`src/rtl/ld_rs.sv`:
```
// ld_rs - reservation station in front of the load unit.
//
// Holds dispatched LD (op 4) / LDR (op 5) operations until both address
// operands are known. It snoops the CDB for outstanding producer tags and
// issues one op at a time into the ld unit. A new op is issued only after
// ld reports completion, so ld never has more than one op outstanding.
//
// Ports
//   clk, rst_n                  clock, asynchronous active-low reset
//   disp_valid/op/pc            dispatch request, opcode and pc
//   disp_rdy0/src0              base operand: value when rdy0=1, else tag [5:0]
//   disp_rdy1/src1              offset operand (ignored for LD)
//   disp_ready                  at least one entry is free
//   cdb_valid/rs_num/data       common data bus broadcast
//   ld_done                     ld unit finished the previously issued op
//   valid                       one-cycle issue pulse to ld
//   rs_num/op/pc/val0/val1      issued op; held between issues
//
// Configuration macro
//   LD_RS_OLDEST_FIRST_EN  defined: the oldest ready entry issues first
//                          (wrap-safe dispatch sequence numbers).
//                          undefined: the lowest-index ready entry issues.

module ld_rs #(
  parameter int         NUM_ENTRIES = 4,
  parameter logic [5:0] RS_BASE     = 6'd8
) (
  input  logic        clk,
  input  logic        rst_n,
  input  logic        disp_valid,
  input  logic [3:0]  disp_op,
  input  logic [15:0] disp_pc,
  input  logic        disp_rdy0,
  input  logic [15:0] disp_src0,
  input  logic        disp_rdy1,
  input  logic [15:0] disp_src1,
  output logic        disp_ready,
  input  logic        cdb_valid,
  input  logic [5:0]  cdb_rs_num,
  input  logic [15:0] cdb_data,
  input  logic        ld_done,
  output logic        valid,
  output logic [5:0]  rs_num,
  output logic [3:0]  op,
  output logic [15:0] pc,
  output logic [15:0] val0,
  output logic [15:0] val1
);

  localparam int         IW     = $clog2(NUM_ENTRIES);
  localparam logic [3:0] OP_LD  = 4'd4;
  localparam logic [3:0] OP_LDR = 4'd5;

  typedef enum logic [0:0] {
    ST_IDLE = 1'b0,
    ST_WAIT = 1'b1
  } state_e;

  state_e state_r;

  // Entry storage. A non-ready source keeps its producer tag in bits [5:0].
  logic [NUM_ENTRIES-1:0] ent_valid_r;
  logic [NUM_ENTRIES-1:0] ent_rdy0_r;
  logic [NUM_ENTRIES-1:0] ent_rdy1_r;
  logic [3:0]             ent_op_r [NUM_ENTRIES];
  logic [15:0]            ent_pc_r [NUM_ENTRIES];
  logic [15:0]            ent_v0_r [NUM_ENTRIES];
  logic [15:0]            ent_v1_r [NUM_ENTRIES];

  logic                   is_ld_s;
  logic                   op_ok_s;
  logic                   disp_ok_s;
  logic                   byp0_s;
  logic                   byp1_s;
  logic                   src0_rdy_s;
  logic                   src1_rdy_s;
  logic [15:0]            src0_val_s;
  logic [15:0]            src1_val_s;
  logic [IW-1:0]          alloc_idx_s;
  logic [NUM_ENTRIES-1:0] wake0_s;
  logic [NUM_ENTRIES-1:0] wake1_s;
  logic [NUM_ENTRIES-1:0] ready_mask_s;
  logic                   issue_found_s;
  logic [IW-1:0]          issue_idx_s;
  logic                   issue_fire_s;

  // Free-entry indication, derived only from registered entry state.
  assign disp_ready = ~(&ent_valid_r);

  // Dispatch decode, including same-cycle CDB bypass for tagged sources.
  always_comb begin
    is_ld_s    = (disp_op == OP_LD);
    op_ok_s    = is_ld_s || (disp_op == OP_LDR);
    disp_ok_s  = disp_valid && disp_ready && op_ok_s;
    byp0_s     = !disp_rdy0 && cdb_valid && (disp_src0[5:0] == cdb_rs_num);
    byp1_s     = !is_ld_s && !disp_rdy1 && cdb_valid && (disp_src1[5:0] == cdb_rs_num);
    src0_rdy_s = disp_rdy0 || byp0_s;
    src0_val_s = byp0_s ? cdb_data : disp_src0;
    // LD has no offset operand: it is stored as a ready zero.
    src1_rdy_s = is_ld_s || disp_rdy1 || byp1_s;
    src1_val_s = is_ld_s ? 16'h0000 : (byp1_s ? cdb_data : disp_src1);
  end

  // Lowest-index free entry; descending scan so the lowest match wins.
  always_comb begin
    alloc_idx_s = {IW{1'b0}};
    for (int i = NUM_ENTRIES - 1; i >= 0; i--) begin
      alloc_idx_s = ent_valid_r[i] ? alloc_idx_s : IW'(i);
    end
  end

  // CDB tag match per stored source.
  always_comb begin
    wake0_s = {NUM_ENTRIES{1'b0}};
    wake1_s = {NUM_ENTRIES{1'b0}};
    for (int i = 0; i < NUM_ENTRIES; i++) begin
      wake0_s[i] = ent_valid_r[i] && !ent_rdy0_r[i] && cdb_valid &&
                   (ent_v0_r[i][5:0] == cdb_rs_num);
      wake1_s[i] = ent_valid_r[i] && !ent_rdy1_r[i] && cdb_valid &&
                   (ent_v1_r[i][5:0] == cdb_rs_num);
    end
  end

  assign ready_mask_s = ent_valid_r & ent_rdy0_r & ent_rdy1_r;
  assign issue_fire_s = (state_r == ST_IDLE) && issue_found_s;

`ifdef LD_RS_OLDEST_FIRST_EN
  localparam int SW = $clog2(NUM_ENTRIES) + 1;

  logic [SW-1:0] disp_seq_r;
  logic [SW-1:0] ent_seq_r [NUM_ENTRIES];

  // Oldest ready entry: age is the modular distance back from the next
  // sequence number, so it stays correct across counter wrap. At most
  // NUM_ENTRIES entries are live and the counter spans 2*NUM_ENTRIES values.
  always_comb begin
    logic [SW-1:0] best_age_v;
    logic [SW-1:0] age_v;
    logic          take_v;
    best_age_v    = {SW{1'b0}};
    age_v         = {SW{1'b0}};
    take_v        = 1'b0;
    issue_found_s = 1'b0;
    issue_idx_s   = {IW{1'b0}};
    for (int i = 0; i < NUM_ENTRIES; i++) begin
      age_v         = disp_seq_r - ent_seq_r[i];
      take_v        = ready_mask_s[i] && (age_v > best_age_v);
      best_age_v    = take_v ? age_v : best_age_v;
      issue_idx_s   = take_v ? IW'(i) : issue_idx_s;
      issue_found_s = issue_found_s || ready_mask_s[i];
    end
  end

  // Dispatch sequence counter, advanced on every accepted dispatch.
  always_ff @(posedge clk or negedge rst_n) begin
    if (!rst_n) begin
      disp_seq_r <= {SW{1'b0}};
    end else if (disp_ok_s) begin
      disp_seq_r <= disp_seq_r + SW'(1);
    end
  end

  // Per-entry sequence number captured at allocation.
  always_ff @(posedge clk or negedge rst_n) begin
    if (!rst_n) begin
      for (int i = 0; i < NUM_ENTRIES; i++) begin
        ent_seq_r[i] <= {SW{1'b0}};
      end
    end else if (disp_ok_s) begin
      ent_seq_r[alloc_idx_s] <= disp_seq_r;
    end
  end
`else
  // Lowest-index ready entry; descending scan so the lowest match wins.
  always_comb begin
    issue_found_s = |ready_mask_s;
    issue_idx_s   = {IW{1'b0}};
    for (int i = NUM_ENTRIES - 1; i >= 0; i--) begin
      issue_idx_s = ready_mask_s[i] ? IW'(i) : issue_idx_s;
    end
  end
`endif

  // Entry state: CDB wakeup, release on issue, allocation on dispatch.
  // An issued entry is fully ready and never the allocation target in the
  // same cycle, since allocation only picks entries already free.
  always_ff @(posedge clk or negedge rst_n) begin
    if (!rst_n) begin
      ent_valid_r <= {NUM_ENTRIES{1'b0}};
      ent_rdy0_r  <= {NUM_ENTRIES{1'b0}};
      ent_rdy1_r  <= {NUM_ENTRIES{1'b0}};
      for (int i = 0; i < NUM_ENTRIES; i++) begin
        ent_op_r[i] <= 4'd0;
        ent_pc_r[i] <= 16'h0000;
        ent_v0_r[i] <= 16'h0000;
        ent_v1_r[i] <= 16'h0000;
      end
    end else begin
      for (int i = 0; i < NUM_ENTRIES; i++) begin
        if (wake0_s[i]) begin
          ent_rdy0_r[i] <= 1'b1;
          ent_v0_r[i]   <= cdb_data;
        end
        if (wake1_s[i]) begin
          ent_rdy1_r[i] <= 1'b1;
          ent_v1_r[i]   <= cdb_data;
        end
        if (issue_fire_s && (issue_idx_s == IW'(i))) begin
          ent_valid_r[i] <= 1'b0;
        end
        if (disp_ok_s && (alloc_idx_s == IW'(i))) begin
          ent_valid_r[i] <= 1'b1;
          ent_op_r[i]    <= disp_op;
          ent_pc_r[i]    <= disp_pc;
          ent_rdy0_r[i]  <= src0_rdy_s;
          ent_v0_r[i]    <= src0_val_s;
          ent_rdy1_r[i]  <= src1_rdy_s;
          ent_v1_r[i]    <= src1_val_s;
        end
      end
    end
  end

  // Issue FSM with registered outputs; valid is a single-cycle pulse.
  always_ff @(posedge clk or negedge rst_n) begin
    if (!rst_n) begin
      state_r <= ST_IDLE;
      valid   <= 1'b0;
      rs_num  <= 6'd0;
      op      <= 4'd0;
      pc      <= 16'h0000;
      val0    <= 16'h0000;
      val1    <= 16'h0000;
    end else begin
      case (state_r)
        ST_IDLE: begin
          if (issue_found_s) begin
            valid   <= 1'b1;
            rs_num  <= RS_BASE + 6'(issue_idx_s);
            op      <= ent_op_r[issue_idx_s];
            pc      <= ent_pc_r[issue_idx_s];
            val0    <= ent_v0_r[issue_idx_s];
            val1    <= ent_v1_r[issue_idx_s];
            state_r <= ST_WAIT;
          end else begin
            valid <= 1'b0;
          end
        end
        ST_WAIT: begin
          valid <= 1'b0;
          if (ld_done) begin
            state_r <= ST_IDLE;
          end
        end
        default: begin
          valid   <= 1'b0;
          state_r <= ST_IDLE;
        end
      endcase
    end
  end

endmodule

```
`config.mk`:
```
export PLATFORM = sky130hd
export DESIGN_NAME = ld_rs
export DESIGN_NICKNAME = d
export VERILOG_FILES = /design/src/rtl/ld_rs.sv
export SDC_FILE = /design/constraint.sdc
export NUM_CORES = 1
export LEC_CHECK = 0
export CORE_MARGIN = 2
export CORE_UTILIZATION = 55
export CTS_BUF_LIST = sky130_fd_sc_hd__clkbuf_8 sky130_fd_sc_hd__clkbuf_16
export DETAILED_ROUTE_END_ITERATION = 7
export PLACE_DENSITY = 0.79
export SLEW_MARGIN = 20
export SYNTH_ARGS = -nofsm -noshare
export SYNTH_HDL_FRONTEND = slang
export SYNTH_SLANG_ARGS = --single-unit
```
`constraint.sdc`:
```
create_clock -name clk -period 2.78 [get_ports clk]
set_clock_uncertainty 0.15 [all_clocks]
set_input_delay 0.278 -clock clk [delete_from_list [all_inputs] [get_ports clk]]
set_output_delay 0.278 -clock clk [all_outputs]
set_load 0.02 [all_outputs]
```
# After elaboration in Yosys (flattened, before gate mapping)
# Cells that the tools add are included.
# Widths: inputs -> output; s select.
dict set report word_totals {
  regBits 280
  inputBits 81
  out_inout_bits 60
  word_cells 199
}
dict set report op_classes {
  add_sub_neg 1
  n_lt_le_gt_ge 1
  eq_ne 18
  n_mux 67
  bitwise_logic 5
  n_reduce_logical 72
}
# op n
set ops {}
lappend ops {{$mux 16} 25}
lappend ops {{$bmux 16 s2} 3}
lappend ops {{$eq 6x6->1} 10}
lappend ops {{$logic_and 1x1->1} 40}
lappend ops {{$mux 1} 26}
lappend ops {{$reduce_bool 2->1} 12}
lappend ops {{$mux 2} 8}
lappend ops {{$logic_not 1->1} 11}
lappend ops {{$and 4x4->4} 2}
lappend ops {{$bmux 4 s2} 1}
lappend ops {{$eq 2x2->1 const B} 4}
lappend ops {{$eq 4x3->1 const B} 2}
lappend ops {{$mux 4} 2}
lappend ops {{$add 4x2->5 const A} 1}
lappend ops {{$eq 2x1->1 const B} 2}
lappend ops {{$logic_not 2->1} 2}
lappend ops {{$logic_or 1x1->1} 4}
lappend ops {{$pmux 1 s2} 2}
lappend ops {{$reduce_and 4->1} 1}
lappend ops {{$reduce_or 4->1} 1}
lappend ops {{$ge 3x3->1 const B} 1}
lappend ops {{$not 2->3} 1}
lappend ops {{$not 1->1} 2}
lappend ops {{$reduce_and 2->1} 1}

# Longest topological paths before layout
# Gate-level depths: netlist (run 1).
dict set report depth {
  ltp_word 10
  ltp_mapped 10
  ltp_nobuf 6
}

# Worst setup path after synthesis (run 1)
# Ideal clock, no wire load.
dict set report synth_timing {
  path_type {input-to-reg}
  from {input port cdb_rs_num[4]}
  to {register ent_v1_r[9] in the netlist's numbering}
  setup_time_ns 0.080
  arrival_ns 1.881
  required_ns 2.550
  setup_slack_ns 0.668
  cell_stages 7
  path_buffers 2
  cell_sequence {buf_4 -> xnor2_1 -> nand3_1 -> nor3_2 -> buf_6 -> mux2_2 -> mux2i_1}
}
dict set report synth_between {
  elab_chain_cells 5
  word_cells_on_any_way 8
  classes_between {eq/ne (2); mux (3); reduce/logical (3)}
}
# item line_no
set synth_lines {}
lappend synth_lines {{from (decl)} 39} ;# input logic [5:0] cdb_rs_num,
lappend synth_lines {{$eq 6x6->1} 96} ;# byp1_s = !is_ld_s && !disp_rdy1 && cdb_valid && (disp_src1[5:0] == cdb_rs_num);
lappend synth_lines {{$logic_and 1x1->1} 96}
lappend synth_lines {{$mux 16 (2 in series)} 101} ;# src1_val_s = is_ld_s ? 16'h0000 : (byp1_s ? cdb_data : disp_src1);
lappend synth_lines {{$mux 16} 211} ;# if (disp_ok_s && (alloc_idx_s == IW'(i))) begin
lappend synth_lines {{to (signal, indexed assignment)} 206} ;# ent_v1_r[i] <= cdb_data;
lappend synth_lines {{to (signal, indexed assignment)} 218} ;# ent_v1_r[i] <= src1_val_s;
lappend synth_lines {{to (decl)} 68} ;# logic [15:0] ent_v1_r [NUM_ENTRIES];
# Parallel ways exist; a longest one is shown, timed or not.
# A chain may end at the register's enable or synchronous reset.

# Worst setup path in the final report (run 1)
dict set report layout_timing {
  from {register ent_valid_r[2]}
  to {register op[1]}
}
dict set report layout_between {
  elab_chain_cells 9
  word_cells_on_any_way 11
  classes_between {mux (6); bitwise (3); reduce/logical (2)}
}
# item line_no
set layout_lines {}
lappend layout_lines {{from (decl)} 62} ;# logic [NUM_ENTRIES-1:0] ent_valid_r;
lappend layout_lines {{from (signal assigned)} 189} ;# ent_valid_r <= {NUM_ENTRIES{1'b0}};
lappend layout_lines {{$and 4x4->4 (*) (2 in series)} 124} ;# assign ready_mask_s = ent_valid_r & ent_rdy0_r & ent_rdy1_r;
lappend layout_lines {{$mux 2 (3 in series)} 179} ;# issue_idx_s = ready_mask_s[i] ? IW'(i) : issue_idx_s;
lappend layout_lines {{$not 2->3 (implied by the code)} 240} ;# op <= ent_op_r[issue_idx_s];
lappend layout_lines {{$bmux 4 s2} 240}
lappend layout_lines {{$mux 4 (implied by the code) (2 in series)} 240}
lappend layout_lines {{to (signal assigned)} 240}
lappend layout_lines {{to (decl)} 44} ;# output logic [3:0] op,
# Every way passes the cells marked *; elsewhere a longest branch is shown, timed or not. The select of a mux whose other input is x is not followed.

==> impl_metrics.py, run 1 <==
metrics = {
    "critical_path": {
        "cp.required_ns": 3.03,
        "max_stage_delay_ns": 0.58,
        "critPathTopFamily": "compound AO/OA/AOI/OAI gates",
        "setup.worst_path.start_class": "flip-flop",
        "critPathBufInv": 1,
        "cp_slowest_cell": "a222oi_1",
        "arrival_ns": 2.78,
        "endpoint_kind": "flip-flop",
        "worstSetupPathType": "flip-flop to flip-flop",
        "crit_chain": "nand3_2 > and2_1 > a21o_1 > buf_12 > a222oi_1 > a21oi_1",
        "path_max_fanout": 40,
    },
    "final_layout": {
        "fill_cells": 1811,
        "diodes": 0,
        "seqCellArea_um2": 6932,
        "fin_nets": 1499,
        "drive_gt1_share_pct": 15.87,
        "multi_input_area_um2": 6324,
        "finish.utilization_pct": 68.93,
        "area_growth_pct": 22.49,
    },
    "sta": {
        "setup_slack_ns": 0.2544,
        "tightestPinTransition_ns": 0.9657,
        "slew-limit-headroom_pct": 35.62,
        "finalSetupViolations": 0,
        "whs_ns": 0.1113,
        "timing.final.crit_share_pct": 90.85,
        "hold_viol_final": 0,
        "final_max_slew_viol_count": 0,
        "period_minus_slack_ns": 2.526,
        "fin_setup_tns_ns": 0,
        "rsz0062_at_grt": "no",
        "fmax_ghz": 0.3959,
    },
    "synthesis": {
        "syn_avg_cell_area_um2": 10.85,
        "syn_area_um2": 13770,
        "yosys_warnings": 0,
        "async_reset_ff_share_pct": 100.0,
        "synthTopCellsByArea": "dfrtp_1 50%, mux2i_1 7.0%, nand2_1 4.6%",
        "yosys_register_bits": 277,
        "yosysMostFrequentCell": "dfrtp_1",
        "yosysSeqAreaShare_pct": 50.35,
        "synth_edf_count": 0,
        "synth-main-ff-cell": "dfrtp_1",
        "yosys.area.top_type": "dfrtp_1",
        "synth_commonest_cells": "277 x dfrtp_1, 168 x nand2_1, 96 x mux2i_1, 69 x o22a_1",
        "yosysTopAreaCellShare_pct": 50.35,
        "yosysUniqueCellTypes": 56,
        "synthCells": 1269,
    },
    "clocking": {
        "cts_resized": 0,
        "cts_tree": "built",
        "clockBufferDepth": 3,
        "root_buffer": "clkbuf_16",
        "numCtsBuffers": 28,
        "worstSkewPairLatency_ns": 0.55,
        "clk_pin_slew_ns": 0.07,
        "h-tree-depth": 1,
        "clkSinkCount": 277,
    },
    "placement": {
        "gp_congestion": 1.036,
        "pre_cts_ws_ns": 0.09181,
        "place_hpwl_um": 27930,
        "io_buffers": 137,
    },
    "power_and_ir_drop": {
        "peakVddDrop_v": 0.0005953,
        "p_leak_nw": 7.779,
        "power_mw": 18.53,
        "p_per_area_nw_per_um2": 1099,
    },
    "drt": {
        "viasPerCell": 6.498,
        "drt-initial-drc-count": 1309,
        "vias": 11440,
        "wirelength_um": 42410,
        "drt.antenna.violating_nets": 0,
        "detail_route.first_pass.iterations": 8,
        "wl_per_cell_um": 24.08,
        "drc_errors": 4,
    },
    "floorplan": {
        "die_h_um": 162.2,
        "io_pins": 141,
        "rows": 57,
        "fp.dieW_um": 162.2,
        "floorplan.initialDensity_pct": 56.27,
        "core_um2": 24460,
        "die-area_um2": 26310,
    },
    "outcome": {
        "violations": "DRC",
        "outcome": "finished with violations",
    },
    "flow_run": {
        "drv_cap": 0,
    },
    "global_routing": {
        "grt_max_degree": 67,
        "grt_pass1_wl_um": 66630,
        "antenna_found_initial": 0,
        "grt_usage_pct": 32.57,
        "grt_pass1_vias": 11760,
        "gr-total-overflow": 0,
    },
    "hold_path": {
        "hold_path_class": "input port to asynchronous set/reset pin",
    },
}
## power by group
| group | total [mW] | internal [mW] | leakage [nW] | switching (mW) |
|---|---|---|---|---|
| Combinational | 7.34 | 3.59 | 3.87 | 3.75 |
| Sequential | 7.33 | 5.94 | 3.43 | 1.38 |
| Clock | 3.87 | 2.27 | 0.474 | 1.60 |
| Total | 18.5 | 11.8 | 7.78 | 6.73 |
## stage by stage
stage / area, um^2 / instances
global route: 16860 / 1761
finish: 16860 / 1761
CTS: 16860 / 1761
global placement: 15910 / 1711
floorplan: 13770 / 1271
detailed placement: 15910 / 1711
## cells by family (layout without fill, tap and decap cells)
logic type,Yosys count,after routing,share of synthesized area [%]
other,1,3,0.02724
AOI/OAI and AO/OA,338,338,19.81
DFF,277,277,50.35
buffers and inverters,123,289,3.954
muxes,144,144,10.91
and+or+nand+nor,326,326,11.13
xor gates and xnor gates,60,60,3.817
## cell usage in the layout, fill, tap and decap left out, drive strengths merged, types with 43 or more instances in the layout
master and n:
a21oi 62, mux2i 96, o22a 69, dfrtp 277, clkdlybuf4s50 136, buf 98, nor2 43, mux2 48
o21a 51, nand2 168, a22o 44
## final timing paths
path	start	to	slack [ns]	cells after the start
max reg2reg	ent_valid_r[2]	op[1]	0.25	6
max	ent_valid_r[2]	op[1]	0.25	6
min	rst_n	val0[3]	0.11	2
min reg2reg	ent_op_r[6]	ent_op_r[6]	0.32	1
max in group asynchronous	rst_n	ent_v1_r[61]	1.55	3
min in group clk	disp_pc[4]	ent_pc_r[20]	0.21	3
## state kept, by name, summed over array words and instances, names as in the netlist, 16 cells and up
name      cells
ent_v1_r     64
val1         16
ent_v0_r     64
val0         16
ent_op_r     16
ent_pc_r     64
pc           16
## final cells by class
type	instances	share of cell area (%)
Clock buffer	33	4.630
Clock inverter	16	0.9573
Inverter	5	0.1113
Multi-Input combinational cell	871	37.50
Sequential cell	277	41.11
Tap cell	324	2.404
Timing Repair Buffer	235	13.28
## what timing repair did
action,4_1_cts,5_1_grt
setup buffers,0,0
endpoints found under the hold margin,119,0
hold buffers,1,0
## layer usage
| layer | wire length [um] | vias to the layer above | GRT usage (%) |
|---|---|---|---|
| li1 | - | 4951 | - |
| met1 | 16730 | 5640 | 44.93 |
| met2 | 19660 | 728 | 51.84 |
| met3 | 4621 | 124 | 6.486 |
| met4 | 1396 | 0 | 11.34 |
| met5 | 0 | - | 0 |
Note: power is estimated with default switching activity, not from simulation.
==> inputs of run 2 (changes only) <==
PLACE_DENSITY = 0.82   (was 0.79)
==> impl_metrics.py, run 2 (synthesis results as in run 1) <==
metrics = {
    "final_layout": {
        "final_common_cell": "dfrtp_1",
        "diodes": 0,
        "fill_cells": 1782,
        "area_growth_pct": 22.81,
        "finish.utilization_pct": 69.11,
        "fin_nets": 1505,
        "drive_gt1_share_pct": 16.32,
        "reg_top3": "ent_pc_r x64, ent_v0_r x64, ent_v1_r x64",
        "final_cell_mix": "277 x dfrtp_1, 168 x nand2_1, 136 x clkdlybuf4s50_1, 96 x mux2i_1, 95 x buf_4",
    },
    "drt": {
        "drt-initial-drc-count": 1456,
        "viasPerCell": 6.526,
        "drt.antenna.violating_nets": 0,
        "vias": 11550,
        "wl_per_cell_um": 24.02,
        "drc_errors": 0,
        "wirelength_um": 42510,
        "detail_route.first_pass.iterations": 8,
    },
    "hold_path": {
        "hold_path_class": "input port to asynchronous set/reset pin",
    },
    "power_and_ir_drop": {
        "peakVddDrop_v": 0.0006235,
        "p_per_area_nw_per_um2": 1101,
        "p_int_mw": 11.79,
        "p_leak_nw": 7.812,
        "p_clk_share_pct": 21.5,
        "p_switching_mw": 6.818,
        "pwr-share-seq_pct": 39.1,
        "power_mw": 18.61,
        "power.share.switching_pct": 36.64,
        "p_comb_share_pct": 39.3,
    },
    "sta": {
        "period_minus_slack_ns": 2.418,
        "finalSetupViolations": 0,
        "final_max_slew_viol_count": 0,
        "whs_ns": 0.1545,
        "hold_viol_final": 0,
        "slew-limit-headroom_pct": 40.90,
        "fin_setup_tns_ns": 0,
        "tightestPinTransition_ns": 0.8865,
        "rsz0062_at_grt": "no",
        "setup_slack_ns": 0.3622,
        "timing.final.crit_share_pct": 86.97,
        "fmax_ghz": 0.4136,
    },
    "floorplan": {
        "floorplan.initialDensity_pct": 56.27,
        "io_pins": 141,
        "rows": 57,
        "die_h_um": 162.2,
        "core_um2": 24460,
        "fp.dieW_um": 162.2,
        "die-area_um2": 26310,
    },
    "global_routing": {
        "grt_usage_pct": 32.10,
        "met2_usage_pct": 50.97,
        "grt_pass1_wl_um": 65550,
        "grt_max_degree": 79,
        "grt_pass1_vias": 11600,
        "antenna_found_initial": 0,
        "gr-max-usage-layer": "met2",
        "gr-total-overflow": 0,
        "use_met1_pct": 44.59,
        "grtUsageMet3_pct": 6.639,
    },
    "critical_path": {
        "rr_startpoint": "ent_rdy1_r[0]",
        "critPathLaunch": "ent_rdy1_r[0]",
        "cp.required_ns": 3.06,
        "worstSetupPathType": "flip-flop to flip-flop",
        "arrival_ns": 2.70,
        "endpoint_kind": "flip-flop",
        "path_max_fanout": 44,
        "setup.worst_path.start_class": "flip-flop",
    },
    "clocking": {
        "h-tree-depth": 1,
        "cts_resized": 0,
        "cts_tree": "built",
        "root_buffer": "clkbuf_16",
        "clk_pin_slew_ns": 0.06,
        "clkSinkCount": 277,
        "numCtsBuffers": 29,
        "clockBufferDepth": 3,
        "worstSkewPairLatency_ns": 0.57,
    },
    "placement": {
        "place_hpwl_um": 28030,
        "io_buffers": 137,
        "gp_congestion": 0.9758,
        "pre_cts_ws_ns": 0.03785,
    },
    "outcome": {
        "outcome": "finished, final reports clean",
    },
    "flow_run": {
        "drv_cap": 0,
    },
}
run 2: cell count changes in the layout (fill, tap and decap cells not counted), sizes merged:
cell	delta
buf	+5
clkbuf	+1
inv	+3
run 2: area by class of cell:
type / count / area [um^2] / area share, %
flip-flops and latches: 277 / 6932 / 41.00
multi-input cells: 871 / 6330 / 37.44
repair buffers: 240 / 2240 / 13.25
clock buffers: 34 / 794.5 / 4.700
well taps: 324 / 405.4 / 2.398
clock inverters: 19 / 185.2 / 1.095
inverters: 5 / 18.77 / 0.1110
run 2: path summary, 6_finish.rpt:
kind | to | slack [ns] | cells past startpoint
worst max-delay path | pc[11] | 0.36 | 7
worst min-delay path | val0[1] | 0.15 | 2
worst max register to register | pc[11] | 0.36 | 7
worst min register to register | rs_num[3] | 0.33 | 1
max in group asynchronous | ent_v1_r[13] | 1.51 | 3
min in group clk | ent_pc_r[16] | 0.18 | 3
run 2: routing by layer:
metal	share of wire (%)	wire length (um)
met3	11	4675
met5	0	0
met2	46	19710
met1	40	16870
met4	3.0	1263
run 2: timing repair:
item | 4_1_cts | 5_1_grt
hold endpoints to repair | 72 | 0
buffers inserted | 0 | 0
hold buffers | 1 | 0
run 2: power by group through the flow:
stage	Combinational, mW	Clock [mW]	Sequential (mW)
3_3_place_gp	6.98	0	7.19
4_1_cts	7.28	4.02	7.24
6_report	7.32	4.01	7.28
3_5_place_dp	7.21	0	7.27
2_1_floorplan	4.26	0	7.41
5_1_grt	7.90	4.20	7.46
run 2: metrics by stage:
stage	area (um^2)	cells
4_1_cts	16900	1770
5_1_grt	16910	1770
6_report	16910	1770
3_3_place_gp	15910	1716
3_5_place_dp	15910	1716
2_1_floorplan	13770	1271
run 2: worst max-delay path, stage by stage (launching register included):
cell     delay (ns)
dfrtp_1        0.44
and3_1         0.28
nor2_1         0.33
a21o_1         0.39
inv_2          0.12
buf_4          0.29
nor2_1         0.19
a21oi_1        0.07
